## src/rtl/timestamped_frame_arbiter.sv

```systemverilog
`default_nettype none
// timestamped_frame_arbiter: round-robin merge of NUM_PORTS length-framed,
// timestamped streams onto one output; a grant covers one whole frame.
module timestamped_frame_arbiter #(
  parameter int NUM_PORTS          = 4,
  parameter int DATA_WIDTH         = 8,
  parameter int FRAME_LENGTH_WIDTH = 16,
  parameter int TIMESTAMP_WIDTH    = 72,
  parameter int PORT_ID_WIDTH      = $clog2(NUM_PORTS)
) (
  input  logic                                   clk,
  input  logic                                   rst,
  input  logic [NUM_PORTS*DATA_WIDTH-1:0]         s_axis_tdata,
  input  logic [NUM_PORTS-1:0]                    s_axis_tvalid,
  output logic [NUM_PORTS-1:0]                    s_axis_tready,
  input  logic [NUM_PORTS-1:0]                    s_axis_tlast,
  input  logic [NUM_PORTS*FRAME_LENGTH_WIDTH-1:0] s_axis_frame_length_tdata,
  input  logic [NUM_PORTS-1:0]                    s_axis_frame_length_tvalid,
  output logic [NUM_PORTS-1:0]                    s_axis_frame_length_tready,
  output logic [DATA_WIDTH-1:0]                   m_axis_tdata,
  output logic                                    m_axis_tvalid,
  input  logic                                    m_axis_tready,
  output logic                                    m_axis_tlast,
  output logic [FRAME_LENGTH_WIDTH-1:0]           m_axis_frame_length_tdata,
  output logic [PORT_ID_WIDTH-1:0]                m_axis_frame_length_tuser,
  output logic                                    m_axis_frame_length_tvalid,
  input  logic                                    m_axis_frame_length_tready
);

  localparam int TS_BEATS = TIMESTAMP_WIDTH / DATA_WIDTH;
  localparam int CNT_W    = FRAME_LENGTH_WIDTH + 1;

  typedef enum logic [1:0] {
    IDLE        = 2'd0,
    SEND_LENGTH = 2'd1,
    FORWARD     = 2'd2
  } state_t;

  state_t                        state, state_next;
  logic [PORT_ID_WIDTH-1:0]      rr_ptr, grant, winner;
  logic                          found;
  logic [FRAME_LENGTH_WIDTH-1:0] length_reg;
  logic [CNT_W-1:0]              beat_cnt, last_beat;
  logic                          beat_hs;

  // Framing is purely length-driven, so input tlast carries no information.
  logic unused_tlast;
  assign unused_tlast = ^s_axis_tlast;

  assign last_beat = {1'b0, length_reg} + CNT_W'(TS_BEATS - 1);

  // First length requester at or after rr_ptr, wrapping modulo NUM_PORTS.
  always_comb begin
    found  = 1'b0;
    winner = '0;
    for (int i = 0; i < NUM_PORTS; i++) begin
      if (!found && s_axis_frame_length_tvalid[(int'(rr_ptr) + i) % NUM_PORTS]) begin
        found  = 1'b1;
        winner = PORT_ID_WIDTH'((int'(rr_ptr) + i) % NUM_PORTS);
      end
    end
  end

  always_ff @(posedge clk) begin
    if (rst) state <= IDLE;
    else     state <= state_next;
  end

  // Outputs are forced low while rst is high so an aborted frame stops at once.
  always_comb begin
    state_next                 = state;
    beat_hs                    = 1'b0;
    s_axis_tready              = '0;
    s_axis_frame_length_tready = '0;
    m_axis_tdata               = '0;
    m_axis_tvalid              = 1'b0;
    m_axis_tlast               = 1'b0;
    m_axis_frame_length_tdata  = '0;
    m_axis_frame_length_tuser  = '0;
    m_axis_frame_length_tvalid = 1'b0;
    if (!rst) begin
      case (state)
        IDLE: begin
          if (found) begin
            s_axis_frame_length_tready[winner] = 1'b1;
            state_next = SEND_LENGTH;
          end
        end
        SEND_LENGTH: begin
          m_axis_frame_length_tvalid = 1'b1;
          m_axis_frame_length_tdata  = length_reg;
          m_axis_frame_length_tuser  = grant;
          if (m_axis_frame_length_tready) state_next = FORWARD;
        end
        FORWARD: begin
          m_axis_tdata          = s_axis_tdata[grant*DATA_WIDTH +: DATA_WIDTH];
          m_axis_tvalid         = s_axis_tvalid[grant];
          s_axis_tready[grant]  = m_axis_tready;
          m_axis_tlast          = (beat_cnt == last_beat);
          beat_hs               = s_axis_tvalid[grant] && m_axis_tready;
          if (beat_hs && (beat_cnt == last_beat)) state_next = IDLE;
        end
        default: state_next = IDLE;
      endcase
    end
  end

  always_ff @(posedge clk) begin
    if (rst) begin
      rr_ptr     <= '0;
      grant      <= '0;
      length_reg <= '0;
      beat_cnt   <= '0;
    end else begin
      case (state)
        IDLE: begin
          if (found) begin
            grant      <= winner;
            length_reg <= s_axis_frame_length_tdata[winner*FRAME_LENGTH_WIDTH +: FRAME_LENGTH_WIDTH];
            rr_ptr     <= (winner == PORT_ID_WIDTH'(NUM_PORTS - 1)) ? '0 : winner + 1'b1;
          end
        end
        SEND_LENGTH: begin
          if (m_axis_frame_length_tready) beat_cnt <= '0;
        end
        FORWARD: begin
          if (beat_hs) beat_cnt <= beat_cnt + 1'b1;
        end
        default: begin
          rr_ptr     <= '0;
          grant      <= '0;
          length_reg <= '0;
          beat_cnt   <= '0;
        end
      endcase
    end
  end

endmodule
`default_nettype wire

```

## config.mk

```make
export PLATFORM = sky130hd
export DESIGN_NAME = timestamped_frame_arbiter
export DESIGN_NICKNAME = d
export VERILOG_FILES = /design/src/rtl/timestamped_frame_arbiter.sv
export SDC_FILE = /design/constraint.sdc
export NUM_CORES = 1
export LEC_CHECK = 0
export CAP_MARGIN = 20
export CORE_UTILIZATION = 46
export CTS_CLUSTER_DIAMETER = 150
export CTS_CLUSTER_SIZE = 20
export DETAILED_ROUTE_END_ITERATION = 10
export PLACE_DENSITY = 0.88
export SETUP_SLACK_MARGIN = 0.02
export SLEW_MARGIN = 10
export SYNTH_ARGS = -nofsm -noshare
export SYNTH_HDL_FRONTEND = slang
export SYNTH_SLANG_ARGS = --single-unit
```

## constraint.sdc

```tcl
create_clock -name clk -period 7.5 [get_ports clk]
set_input_delay 0.75 -clock clk [delete_from_list [all_inputs] [get_ports clk]]
set_output_delay 0.75 -clock clk [all_outputs]
set_load 0.005 [all_outputs]
```

==> results.md, run 1 <==
* Final-report max-slew violation count at 0
* Number of flip-flops under the largest register name at 17
* Cells along the critical path: ha_1 -> nand3_2 -> o31a_1 -> or4_4 -> nand3_1 -> o311ai_0 -> nor4b_1 -> clkdlybuf4s50_1
* # nets final at 630
* Path depth of the worst reg2reg path at 8
* Global-route wire length before repair at 15200 microns
* Unrepaired setup endpoints after global routing: no
* Share of Yosys cell area claimed by the top area cell type at 24.3%
* Number of hold buffers added after CTS at 0
* Overall via count from detail_route at 3378
* Skew-Pair Late Insertion Delay at 0.30 ns
* Power density over the cells at 243 mW/mm^2
* Area growth from synthesis to layout at 48.3%
* Data arrival time of the worst path at 3.52 ns
* Final period utilization at 56.9%
* Number of cells produced by synthesis at 377
* Total setup buffers inserted after CTS at 0
* Gates resized, CTS repair at 0
* Sequential cell area fraction in the yosys report at 24.3%
* Maximum clock frequency at 234 MHz
* Cell area after technology mapping at 0.00321 sq mm
* Cts bufs inserted at 5
* H-tree levels at 2
* FP Rows at 30
* Worst Skew at 0.00868 ns
* Crit. End Element: output pin
* Die area at 0.00733 sq mm
* PortBufs at 144
* Drt first pass iters at 4
* Net Count, Synth at 499
* Core Region at 0.00676 sq mm
* Most used flip-flop cell after synthesis: sky130_fd_sc_hd__dfxtp_1
* Die Span Y at 85.6 microns
* Number of clock sinks at 39
* Post-synth EDFFs at 0
* Initial DRC Count at 147
* Critical path's largest stage delay at 0.58 ns
* Total DRC errors in the routed layout at 0
* Setup violations, final at 0
* Leading cell types by total area after synthesis: sky130_fd_sc_hd__dfxtp_1, sky130_fd_sc_hd__mux2_2, sky130_fd_sc_hd__mux4_2
* Number of fill cells at 476
* Transition time of the tightest slew-check pin at 1.01 ns
* Required time of the critical path at 6.75 ns
* Startpoint types: flop
* Slew HR at 32.2%
* Maximum resistive drop on vdd at 147 uV
* Count of distinct cell types in the synthesized netlist at 51
* Clock-pin slew on the worst setup and hold paths at 0.07 ns
* Final GP Congestion at 0.883
* Buffer type at the clock tree root: sky130_fd_sc_hd__clkbuf_8
* Per-instance average area after synthesis at 8.53 sq um
* Number of max-cap violations at 0
* Post-route setup TNS at 0 ns
* Final WL at 9310 microns
* Library cell contributing the largest single delay on the critical path: sky130_fd_sc_hd__clkdlybuf4s50_1
* WL per Instance at 15.8 microns
* CP max FO at 9
* YS warnings at 0
* CTS tree: done
* Average via count per standard cell at 5.74
* Commonest non-fill, non-tap cell in the layout: sky130_fd_sc_hd__clkdlybuf4s50_1
* Post-layout total power at 1.16 mW
* Run status: complete, no violations
* Total leakage power at 1.73 nW
* Area used by multi-input combinational logic at 0.00231 sq mm
* Die width at 85.6 microns
* Share of final-layout standard cells stronger than drive strength 1 at 11.6%
* Vias in the first global route at 3320
* Total I/O pin count at 149
* Cell accounting for the most synthesized area: sky130_fd_sc_hd__dfxtp_1
* Worst hold slack at 0.507 ns
* Area taken by flip-flops and latches at 781 sq um
* Leading cell types in the layout, fill and taps excluded: sky130_fd_sc_hd__clkdlybuf4s50_1, sky130_fd_sc_hd__dfxtp_1, sky130_fd_sc_hd__nand2_1, sky130_fd_sc_hd__and2_1, sky130_fd_sc_hd__mux2_2
* Placed wire-length estimate after detailed placement at 7340 microns
* Number of cells on the worst hold path at 2
* Antenna violations before repair at 0
* Pin count of the biggest net entering global routing at 36
* GRT Util Overall at 25.8%
* Final number of hold-violating endpoints at 0
* Initial core utilization at 47.6%
* Max clock buf depth at 2
* Remaining global-route overflow at 0
* Path class of the lowest-slack min-delay path: flop to flop
* Category of the most critical setup path: flop to output pin
* Post-synthesis async set-or-reset flop share at 0%
* Antenna Nets Post-Route at 0
* Antenna diode count at 0
* Tmin final at 4.27 ns
* Post-synthesis register bit count at 39
[power breakdown]
| part | total [mW] | internal, mW | switching, mW |
|---|---|---|---|
| sequential | 0.374 | 0.261 | 0.112 |
| clock | 0.136 | 0.0652 | 0.0704 |
| combinational | 0.647 | 0.336 | 0.311 |
| total | 1.16 | 0.663 | 0.493 |
[worst paths after layout]
kind | from | endpoint | slack [ns]
worst max register to register | length_reg[3]$_SDFFE_PP0P_ | state[0]$_SDFFE_PP0P_ | 4.68
worst min-delay path | length_reg[0]$_SDFFE_PP0P_ | length_reg[0]$_SDFFE_PP0P_ | 0.51
worst max-delay path | length_reg[3]$_SDFFE_PP0P_ | m_axis_tlast | 3.23
worst min register to register | length_reg[0]$_SDFFE_PP0P_ | length_reg[0]$_SDFFE_PP0P_ | 0.51
[Yosys cell counts, types with 2 or more instances]
cell	number
sky130_fd_sc_hd__or3_1	2
sky130_fd_sc_hd__nor2_1	29
sky130_fd_sc_hd__dfxtp_1	39
sky130_fd_sc_hd__o21bai_1	3
sky130_fd_sc_hd__nor4_1	4
sky130_fd_sc_hd__o22ai_1	5
sky130_fd_sc_hd__nor3b_1	3
sky130_fd_sc_hd__nand3_1	11
sky130_fd_sc_hd__ha_1	10
sky130_fd_sc_hd__xnor2_1	11
sky130_fd_sc_hd__a21oi_1	23
sky130_fd_sc_hd__mux4_2	10
sky130_fd_sc_hd__nor2b_1	7
sky130_fd_sc_hd__buf_2	6
sky130_fd_sc_hd__and4_1	5
sky130_fd_sc_hd__nor3_1	10
sky130_fd_sc_hd__a31oi_1	2
sky130_fd_sc_hd__inv_1	10
sky130_fd_sc_hd__mux2_2	31
sky130_fd_sc_hd__o21ai_0	4
sky130_fd_sc_hd__buf_4	2
sky130_fd_sc_hd__and2_1	31
sky130_fd_sc_hd__a22oi_1	17
sky130_fd_sc_hd__nand4_1	9
sky130_fd_sc_hd__nand2_1	33
sky130_fd_sc_hd__nor4b_1	2
sky130_fd_sc_hd__xor2_1	22
sky130_fd_sc_hd__clkbuf_1	13
[layout make-up]
cell class | count | area share [%]
clock buffers | 7 | 1.60
well taps | 80 | 2.10
clock inverters | 1 | 0.105
multi-input cells | 306 | 48.5
inverters | 10 | 0.788
flip-flops and latches | 39 | 16.4
repair buffers | 146 | 30.6
[layer usage]
layer,vias up,global-route usage [%],wire (microns)
met1,1595,28.2,3640
met5,-,0,0
li1,1617,-,-
met4,0,9.24,266
met3,28,7.12,726
met2,138,47.7,4680
[logic make-up after synthesis]
group,count (synthesis),synth area share [%]
AOI/OAI and AO/OA,64,13.4
and+or+nand+nor,158,27.4
muxes,41,17.9
DFF,39,24.3
buffers and inverters,32,4.20
adders and majority gates,10,3.89
xor gates and xnor gates,33,8.99
[stage by stage]
stage	cells	area (sq um)	utilization [%]	setup slack [ns]
final	589	4770	70.5	3.23
after global routing	589	4770	70.5	3.05
after CTS	587	4750	70.3	3.27
after detailed placement	579	4670	69.1	3.28
after global placement	579	4670	69.1	3.35
after floorplan	377	3210	-	4.51
[critical path: cells and delay by family (launching register included)]
family / cells / cell delay (ns)
adder cells (fa/ha/maj): 1 / 0.34
flip-flops: 1 / 0.51
buffers and inverters: 1 / 0.58
AO/OA/AOI/OAI: 2 / 0.58
AND/OR/NAND/NOR: 4 / 1.20
Power figures use the tool's default switching activity.
==> inputs of run 2 (changes only) <==
Settings changed: CORE_UTILIZATION 46 to 38, PLACE_DENSITY 0.88 to 0.78.
Clock period 7.5 ns to 3.8 ns, I/O delays scaled along.
==> run 2 against run 1 <==
Power grew 110%. Die area grew 21%. Non-clock buffer count grew 6. Utilization shrank 11 points. Highest routed layer unchanged. First-iteration DRC count shrank 46%. Global-route usage shrank 2.6 points. Count of clock-buffer cells in the layout shrank 1. Critical endpoint unchanged. Largest power group unchanged. Register-to-register slack lost 3.4 ns. Final cell count grew 5.3%. Via count shrank 1.4%.
==> results.md, run 2 (synthesis gave the netlist of run 1 again) <==
* Run status: complete, no violations
* Die Span Y at 94.0 microns
* Final WL at 9900 microns
* Power density over the cells at 496 mW/mm^2
* Antenna diode count at 0
* Number of cells on the worst hold path at 2
* Non-filler cells in the finished layout at 620
* Total DRC errors in the routed layout at 0
* Number of flip-flops under the largest register name at 17
* Post-layout total power at 2.43 mW
* Crit. End Element: output pin
* Average via count per standard cell at 5.37
* Area post-placement at 0.00475 sq mm
* Skew-Pair Late Insertion Delay at 0.30 ns
* Path depth of the worst reg2reg path at 8
* WL per Instance at 16.0 microns
* Setup violations, final at 0
* Commonest non-fill, non-tap cell in the layout: sky130_fd_sc_hd__clkdlybuf4s50_1
* GR Layer Usage met2 at 44.8%
* Number of fill cells at 727
* PortBufs at 144
* FP Rows at 33
* Routing usage on met1 at 24.7%
* Required time of the critical path at 3.42 ns
* Buffer type at the clock tree root: sky130_fd_sc_hd__clkbuf_8
* Placed wire-length estimate after detailed placement at 7930 microns
* End point of the worst hold path: length_reg[4]$_SDFFE_PP0P_
* Final period utilization at 92.1%
* # nets final at 636
* Worst Skew at 0.00638 ns
* Routing usage on met3 at 3.88%
* Overall via count from detail_route at 3332
* Initial DRC Count at 79
* Share of final-layout standard cells stronger than drive strength 1 at 13.6%
* Total leakage power at 1.77 nW
* Final number of hold-violating endpoints at 0
* Path class of the lowest-slack min-delay path: flop to flop
* Cell area after layout at 0.00489 sq mm
* Clock-pin slew on the worst setup and hold paths at 0.07 ns
* Reg2Reg Launch Point: length_reg[4]$_SDFFE_PP0P_
* Total I/O pin count at 149
* Number of clock sinks at 39
* Cells along the critical path: ha_2 -> nand3_2 -> o31a_1 -> or4_4 -> nand3_1 -> o311ai_1 -> nor4b_2 -> clkdlybuf4s50_1
* Maximum resistive drop on vdd at 247 uV
* Drt first pass iters at 4
* Worst slack at placement at 0.302 ns
* Worst hold slack at 0.514 ns
* Number of hold buffers added after CTS at 0
* Final-report max-slew violation count at 0
* Category of the most critical setup path: flop to output pin
* Slew HR at 57.1%
* Cts bufs inserted at 5
* CTS tree: done
* Total setup buffers inserted after CTS at 0
* Area growth from synthesis to layout at 52.1%
* Global-route wire length before repair at 16100 microns
* Max clock buf depth at 2
* Critical path's largest stage delay at 0.57 ns
* Core Region at 0.00822 sq mm
* Post-layout util at 59.5%
* H-tree levels at 2
* Leading cell types in the layout, fill and taps excluded: sky130_fd_sc_hd__clkdlybuf4s50_1, sky130_fd_sc_hd__dfxtp_1, sky130_fd_sc_hd__nand2_1, sky130_fd_sc_hd__and2_1, sky130_fd_sc_hd__mux2_2
* Library cell contributing the largest single delay on the critical path: sky130_fd_sc_hd__clkdlybuf4s50_1
* Antenna Nets Post-Route at 0
* Initial core utilization at 39.1%
* GRT Util Overall at 23.2%
* Remaining global-route overflow at 0
* Unrepaired setup endpoints after global routing: no
* Maximum clock frequency at 286 MHz
* Data arrival time of the worst path at 3.12 ns
* Transition time of the tightest slew-check pin at 0.638 ns
* Die width at 94.0 microns
* Number of cells in the design after placement at 611
* Die area at 0.00883 sq mm
* Tmin final at 3.50 ns
* Startpoint of the tightest hold check path: length_reg[4]$_SDFFE_PP0P_
* Vias in the first global route at 3446
* Antenna violations before repair at 0
* Post-route setup TNS at 0 ns
* Category of cells accounting for the largest share of critical-path delay: simple AND/OR/NAND/NOR gates
* Buffer and inverter count on the worst path at 1
* CP max FO at 9
* GRT busiest layer: met2
* Pin count of the biggest net entering global routing at 32
* Final GP Congestion at 0.878
* Setup WS post-layout at 0.302 ns
* Startpoint types: flop
* Number of max-cap violations at 0
* FF-to-FF End: state[1]$_SDFFE_PP0P_
* Setup slack of the worst register-to-register path at 1.30 ns
==> run 2: area by class of cell <==
cell class,count,area [sq um],area share [%]
Multi-Input combinational cell,306,2320,47.4
Sequential cell,39,782,16.0
Tap cell,105,131,2.69
Timing Repair Buffer,152,1500,30.7
Clock inverter,2,35.0,0.717
Clock buffer,6,82.6,1.69
Inverter,10,37.5,0.768
==> run 2: worst max-delay path by stage <==
stage	from	endpoint	slack, ns	cells past startpoint
after floorplan	length_reg[3]$_SDFFE_PP0P_	m_axis_tlast	1.18	7
after global placement	length_reg[4]$_SDFFE_PP0P_	m_axis_tlast	0.40	8
after detailed placement	length_reg[4]$_SDFFE_PP0P_	m_axis_tlast	0.30	8
after CTS	length_reg[4]$_SDFFE_PP0P_	m_axis_tlast	0.03	8
after global routing	length_reg[4]$_SDFFE_PP0P_	m_axis_tlast	0.11	8
final	length_reg[4]$_SDFFE_PP0P_	m_axis_tlast	0.30	8
==> run 2: worst reg2reg max path, delay by kind of cell (launching register included) <==
kind | cells | cell delay (ns)
simple gates | 4 | 1.12
flops | 1 | 0.39
compound gates | 3 | 0.62
fa+ha+maj | 1 | 0.25
==> run 2: report_power, final <==
part           total [mW]  switching (mW)  leakage (nW)  internal (mW)
registers           0.704           0.187         0.318          0.517
logic                1.36           0.663          1.40          0.696
clock network       0.364           0.151        0.0612          0.213
==> run 2: per-layer routing <==
layer	part of all wire, %	vias to the layer above
li1	-	1629
met1	40	1553
met2	51	126
met3	6.4	24
met4	2.8	0
met5	0	-
==> run 2: what timing repair did <==
item | in CTS | in global routing
gates resized for setup | 1 | 3
pin swaps | 1 | 1
setup endpoints to repair | 1 | 1
==> inputs of run 3 (changes only) <==
Settings changed: CTS_CLUSTER_SIZE 20 to 24.
==> results of run 3 <==
The final DEF is identical to that of run 2; final timing and power are the same.
